--- config.mk ---
export PLATFORM = sky130hd
export DESIGN_NAME = antirebote_multi
export DESIGN_NICKNAME = d
export VERILOG_FILES = /design/src/rtl/antirebote_pkg.sv /design/src/rtl/antirebote_canal.sv /design/src/rtl/antirebote_multi.sv
export SDC_FILE = /design/constraint.sdc
export NUM_CORES = 1
export LEC_CHECK = 0
export ABC_AREA = 1
export CAP_MARGIN = 20
export CORE_MARGIN = 5
export CORE_UTILIZATION = 32
export DETAILED_ROUTE_END_ITERATION = 8
export PLACE_DENSITY = 0.47
export SYNTH_ARGS = -nofsm -noshare
export SYNTH_HDL_FRONTEND = slang
export SYNTH_SLANG_ARGS = --single-unit
--- constraint.sdc ---
create_clock -name clk -period 3.75 [get_ports clk]
set_input_delay 0.75 -clock clk [delete_from_list [all_inputs] [get_ports clk]]
set_output_delay 0.75 -clock clk [all_outputs]
set_load 0.05 [all_outputs]
--- src/rtl/antirebote_pkg.sv ---
// Shared constants and helpers for the multi-channel push-button debouncer.
package antirebote_pkg;

    localparam int CNT_1MS = 50000;
    localparam int CNT_1S  = 50000000;

    function automatic int max_int(input int a, input int b);
        return (a > b) ? a : b;
    endfunction

endpackage

--- src/rtl/antirebote_canal.sv ---
// One debounced button channel: 2-flop synchronizer, asymmetric stability filter,
// press/release strobes and a one-shot long-press strobe.
module antirebote_canal
    import antirebote_pkg::*;
#(
    parameter int COUNT_PRESS   = CNT_1MS,
    parameter int COUNT_RELEASE = 501,
    parameter int COUNT_LONG    = CNT_1S,
    parameter bit ACTIVE_LOW    = 1'b1
) (
    input  logic clk,
    input  logic reset,
    input  logic boton_in,
    output logic boton_out,
    output logic press_pulse,
    output logic release_pulse,
    output logic long_pulse
);

    localparam int CW = $clog2(max_int(COUNT_PRESS, COUNT_RELEASE));
    localparam int HW = $clog2(COUNT_LONG + 1);

    localparam logic [CW-1:0] PRESS_LAST   = CW'(COUNT_PRESS - 1);
    localparam logic [CW-1:0] RELEASE_LAST = CW'(COUNT_RELEASE - 1);
    localparam logic [HW-1:0] HOLD_MAX     = HW'(COUNT_LONG);
    localparam logic [HW-1:0] HOLD_LAST    = HW'(COUNT_LONG - 1);

    logic          sync_p0;
    logic          sync_p1;
    logic [CW-1:0] cnt;
    logic [HW-1:0] hold;
    logic          cnt_last;
    logic          flip;

    // The threshold depends on which way the level is trying to move.
    always_comb begin
        cnt_last = 1'b0;
        if (boton_out) begin
            cnt_last = (cnt == RELEASE_LAST);
        end else begin
            cnt_last = (cnt == PRESS_LAST);
        end
        flip = (sync_p1 != boton_out) && cnt_last;
    end

    // Stage p0/p1: bring the polarity-corrected pin into the clock domain.
    always_ff @(posedge clk or negedge reset) begin
        if (!reset) begin
            sync_p0 <= 1'b0;
            sync_p1 <= 1'b0;
        end else begin
            sync_p0 <= boton_in ^ ACTIVE_LOW;
            sync_p1 <= sync_p0;
        end
    end

    // Filter stage: any matching sample restarts the run of mismatches.
    always_ff @(posedge clk or negedge reset) begin
        if (!reset) begin
            cnt           <= '0;
            boton_out     <= 1'b0;
            press_pulse   <= 1'b0;
            release_pulse <= 1'b0;
        end else begin
            press_pulse   <= flip && sync_p1;
            release_pulse <= flip && !sync_p1;
            if (sync_p1 == boton_out) begin
                cnt <= '0;
            end else if (cnt_last) begin
                boton_out <= sync_p1;
                cnt       <= '0;
            end else begin
                cnt <= cnt + CW'(1);
            end
        end
    end

    // Hold stage: saturating counter makes long_pulse a one-shot per press.
    always_ff @(posedge clk or negedge reset) begin
        if (!reset) begin
            hold       <= '0;
            long_pulse <= 1'b0;
        end else begin
            long_pulse <= boton_out && (hold == HOLD_LAST);
            if (!boton_out) begin
                hold <= '0;
            end else if (hold != HOLD_MAX) begin
                hold <= hold + HW'(1);
            end
        end
    end

endmodule

--- src/rtl/antirebote_multi.sv ---
// N_CH independent debounced push-button channels for the board's control FSMs.
module antirebote_multi
    import antirebote_pkg::*;
#(
    parameter int N_CH          = 4,
    parameter int COUNT_PRESS   = CNT_1MS,
    parameter int COUNT_RELEASE = 501,
    parameter int COUNT_LONG    = CNT_1S,
    parameter bit ACTIVE_LOW    = 1'b1
) (
    input  logic            clk,
    input  logic            reset,
    input  logic [N_CH-1:0] boton_in,
    output logic [N_CH-1:0] boton_out,
    output logic [N_CH-1:0] press_pulse,
    output logic [N_CH-1:0] release_pulse,
    output logic [N_CH-1:0] long_pulse
);

    for (genvar g = 0; g < N_CH; g++) begin : g_canal
        antirebote_canal #(
            .COUNT_PRESS   (COUNT_PRESS),
            .COUNT_RELEASE (COUNT_RELEASE),
            .COUNT_LONG    (COUNT_LONG),
            .ACTIVE_LOW    (ACTIVE_LOW)
        ) u_canal (
            .clk           (clk),
            .reset         (reset),
            .boton_in      (boton_in[g]),
            .boton_out     (boton_out[g]),
            .press_pulse   (press_pulse[g]),
            .release_pulse (release_pulse[g]),
            .long_pulse    (long_pulse[g])
        );
    end

endmodule
---- Word level (Yosys, flattened, before mapping) ----
Cells that the tools add are included.
W data, S select, Z words.
word-level totals
  register bits ........................... 192
  bits in latches ......................... 0
  RAM bits ................................ 0
  bits in read-only memories .............. 0
  word-level logic and storage cells ...... 120
  memories ................................ 0
operators by class
  $add $sub $neg .......................... 8
  multiply operators ...................... 0
  divide/modulo/power cells ............... 0
  $lt $le $gt $ge ......................... 0
  equality and inequality tests ........... 28
  shift-type cells ........................ 0
  multiplexer cells ....................... 20
  bitwise logic cells ..................... 8
  reductions and logical operators ........ 24
operators by type and width
  cell                     count
  $mux W26                 8
  $mux W16                 8
  $add A26 B1 Y26 const B  4
  $eq A26 B26 Y1 const B   4
  $ne A26 B26 Y1 const B   4
  $add A16 B1 Y16 const B  4
  $eq A16 B16 Y1 const B   4
  $eq A16 B9 Y1 const B    4
  $logic_and A1 B1 Y1      16
  $ne A2 B2 Y1 const B     4
  $not A1 Y1               8
  $reduce_and A2 Y1        4
  $eq A1 B1 Y1             4
  $logic_not A1 Y1         4
  $mux W1                  4
  $ne A1 B1 Y1             4

---- Longest topological paths before layout ----
  depth in word-level cells ............... 4
  gate-level depth with buffers ........... 10
  gate-level depth less buffers ........... 9

---- Hierarchy ----
Synthesis repeated with hierarchy kept, for this count alone.
second synthesis, totals
  cell total of the unflattened synthesis .. 1536
  area total of the unflattened synthesis .. 11109.4 um2
by module, submodules not included
  module                                     instances  cells an instance  area each (um2)
  antirebote_canal (g_canal[1].u_canal ...)  3          384                2793.9
  antirebote_canal (g_canal[0].u_canal)      1          384                2727.6

---- Worst setup path before layout ----
OpenSTA, ideal clock, no wires.
  path kind ............................... register -> output
  start point ............................. register g_canal[3].u_canal.boton_out
  end point ............................... output boton_out[3]
  arrival ................................. 635 ps
  data required time ...................... 3000 ps
  path slack .............................. 2365 ps
  stages on the path, launching flop included .. 2
  cells stage by stage .................... dfrtp_1 buf_4
RTL lines
  element                   line                    RTL
  start: declaration        antirebote_canal.sv:14  output logic boton_out,
  start signal: assignment  antirebote_canal.sv:70  boton_out <= sync_p1;
  end: declaration          antirebote_multi.sv:14  output logic [N_CH-1:0] boton_out,
No word-level cell between the ends.

---- Worst setup path after layout ----
  start point ............................. register g_canal[2].u_canal.boton_out
  end point ............................... output boton_out[2]
RTL lines
  element                   line
  start: declaration        antirebote_canal.sv:14
  start signal: assignment  antirebote_canal.sv:70
No word-level cell between the ends.

==> metrics.csv <==
metric,value,unit
CP Cell Sequence,clkdlybuf4s50_1,
Levels on crit path,1,
Worst-path clk slew,70,ps
final hold violation count,0,
Core Footprint,33600,sq um
clock tree root buffer cell,clkbuf_16,
slew of the pin with the lowest slew margin,759,ps
"crit path setup slack, layout",856,ps
PwrDens,337,nW/um^2
capture point of the critical path,boton_out[2],
count of buffers from port buffering,21,
"commonest non-fill, non-tap cell in the layout",nand2_1,
Routed Antenna Nets,0,
first-pass GRT wire length,42.8,mm
via count,9083,
worst-path fanout max,19,
DRC,0,
run status,"finished, final reports clean",
# diodes,0,
I/O pins,22,
initial antenna violation count,0,
1st-pass router iterations,6,
Critical Path AT,2140,ps
Routed WL,24.6,mm
worst r2r src,g_canal[0].u_canal.boton_out,
top cell type by total area after synthesis,dfrtp_1,
Leak,4.97,nW
Final Max Slew Viols,0,
Crit Path Class,flip-flop to primary output,
WP data required,3000,ps
Via density,4.50,
Worst Reg-to-Reg Cells,8,
die height,195,microns
Mean Syn Cell Area,7.08,sq um
CTS Buf Count,17,
share of cells above drive strength 1,4.02,%
Avg WL per Cell,12.2,microns
filler cell count,3596,
Area Overhead vs Synth,11.4,%
FP Rows,67,
post-placement setup slack,1310,ps
predominant post-synthesis flop cell,dfrtp_1,
Max Cap Violations,0,
initial DRC count,458,
placer's final routability congestion estimate,0.818,
"Warnings, synthesis",0,
GRT Util Overall,13.4,%
worst stage delay on the critical path,950,ps
Slew headroom,49.3,%
Die ar.,37900,sq um
Final nets,1579,
largest net degree at the start of global routing,75,
TritonCTS Sinks,192,
H-Tree Depth,4,
CP top delay family,buffers and inverters,
Final period util,77.2,%
die width,195,microns
WHS,293,ps
cts hold-fix bufs,0,
total grt overflow,0,
ys async rst share,100,%
Max Root-Sink Buffers,2,
Buf/Inv on CP,1,
initial core utilization,32.5,%
Skew-Pair Late Insertion Delay,440,ps
TNS Setup,0,ps
Post-synth EDFFs,0,
Worst setup SP type,flip-flop,
Total Power,4.10,mW
cell area after synthesis,10900,sq um
number of global-route vias before repair,8948,
Setup Skew,9.65,ps
CTS tree,done,
"commonest cells after routing, fill and taps aside","nand2_1 (399), nor2_1 (388), dfrtp_1 (192)",
Min-Delay Path Class,input port to asynchronous set/reset pin,
register area share after synthesis,44.0,%
endpoint type of the worst setup path,primary output,
syn_nets,1564,
VDD IR max,0.000340,V
RSZ-0062 raised after global routing,no,
Period minus WS final,2890,ps
FF-to-FF setup slack,1540,ps
Synth Register Bits,192,
CP startpoint,g_canal[2].u_canal.boton_out,
Netlist cell types,36,
Synth area leaders,"dfrtp_1 (44%), nand2_1 (14%), nor2_1 (13%)",
Post-Synthesis Cells,1542,
PostCTS Resize Cnt,0,
top cell type's share of synthesized area,44.0,%
Setup-failing EPs final,0,
slowest CP cell,clkdlybuf4s50_1,
Fmax,346,MHz
Setup Buffers After CTS,0,
Post-DP HPWL,17.9,mm
reg-to-reg endpoint,g_canal[0].u_canal.cnt[14],
==> worst min path at each step <==
stage,endpoint,from
3_5_place_dp,g_canal[0].u_canal.sync_p1,g_canal[0].u_canal.sync_p0
3_3_place_gp,g_canal[2].u_canal.sync_p1,g_canal[2].u_canal.sync_p0
6_report,g_canal[1].u_canal.long_pulse,reset
5_1_grt,g_canal[1].u_canal.long_pulse,reset
4_1_cts,g_canal[1].u_canal.long_pulse,reset
2_1_floorplan,g_canal[0].u_canal.sync_p1,g_canal[0].u_canal.sync_p0
==> flip-flops by register name (all words and copies together), names as in the netlist <==
register,flops
g_canal.u_canal.cnt,64
g_canal.u_canal.hold,104
g_canal.u_canal.sync_p0,4
g_canal.u_canal.boton_out,4
g_canal.u_canal.release_pulse,4
g_canal.u_canal.press_pulse,4
g_canal.u_canal.long_pulse,4
g_canal.u_canal.sync_p1,4
==> cells in the mapped netlist (all sizes together) (3+ instances only) <==
| cell type | number |
|---|---|
| nand2 | 407 |
| nor2 | 400 |
| dfrtp | 192 |
| inv | 174 |
| nand3 | 102 |
| a21oi | 40 |
| xor2 | 40 |
| o21ai | 33 |
| nor3 | 32 |
| nand4 | 29 |
| buf | 23 |
| xnor2 | 21 |
| ha | 16 |
| nand3b | 10 |
| clkbuf | 7 |
| and3 | 4 |
| a31oi | 3 |
| or2 | 3 |
==> power breakdown <==
part | internal, mW | total (mW) | switching, mW
logic | 0.0257 | 0.0954 | 0.0698
registers | 2.08 | 2.10 | 0.0124
clock network | 1.07 | 1.90 | 0.835
total | 3.18 | 4.10 | 0.917
==> metal layers <==
layer	track usage, %	vias to the layer above	routed length [microns]
li1	-	4822	-
met1	17.6	4166	12200
met2	22.9	79	11500
met3	3.06	16	609
met4	2.64	0	238
met5	0	-	0
==> per-stage QoR <==
step | util, % | std cells | cell area [sq um]
after floorplan | - | 1542 | 10900
after global placement | 34.4 | 1986 | 11600
after detailed placement | 34.4 | 1986 | 11600
after CTS | 36.2 | 2017 | 12200
after global routing | 36.2 | 2017 | 12200
final | 36.2 | 2017 | 12200
==> final cells by class <==
type / instances / area, sq um / area share, %
timing repair buffer: 26 / 277 / 2.27
multi-input combinational: 1146 / 5270 / 43.3
inverter: 174 / 656 / 5.39
tap: 448 / 561 / 4.61
clock inverter: 12 / 158 / 1.30
clock buffer: 19 / 443 / 3.64
sequential: 192 / 4800 / 39.5
==> cells by family after synthesis <==
kind of cell / synth area share, %
AOI/OAI and AO/OA: 3.80
xor gates and xnor gates: 4.89
adders and majority gates: 1.83
buffers and inverters: 7.80
DFF: 44.0
and+or+nand+nor: 37.7
(Power assumes the default switching activity.)
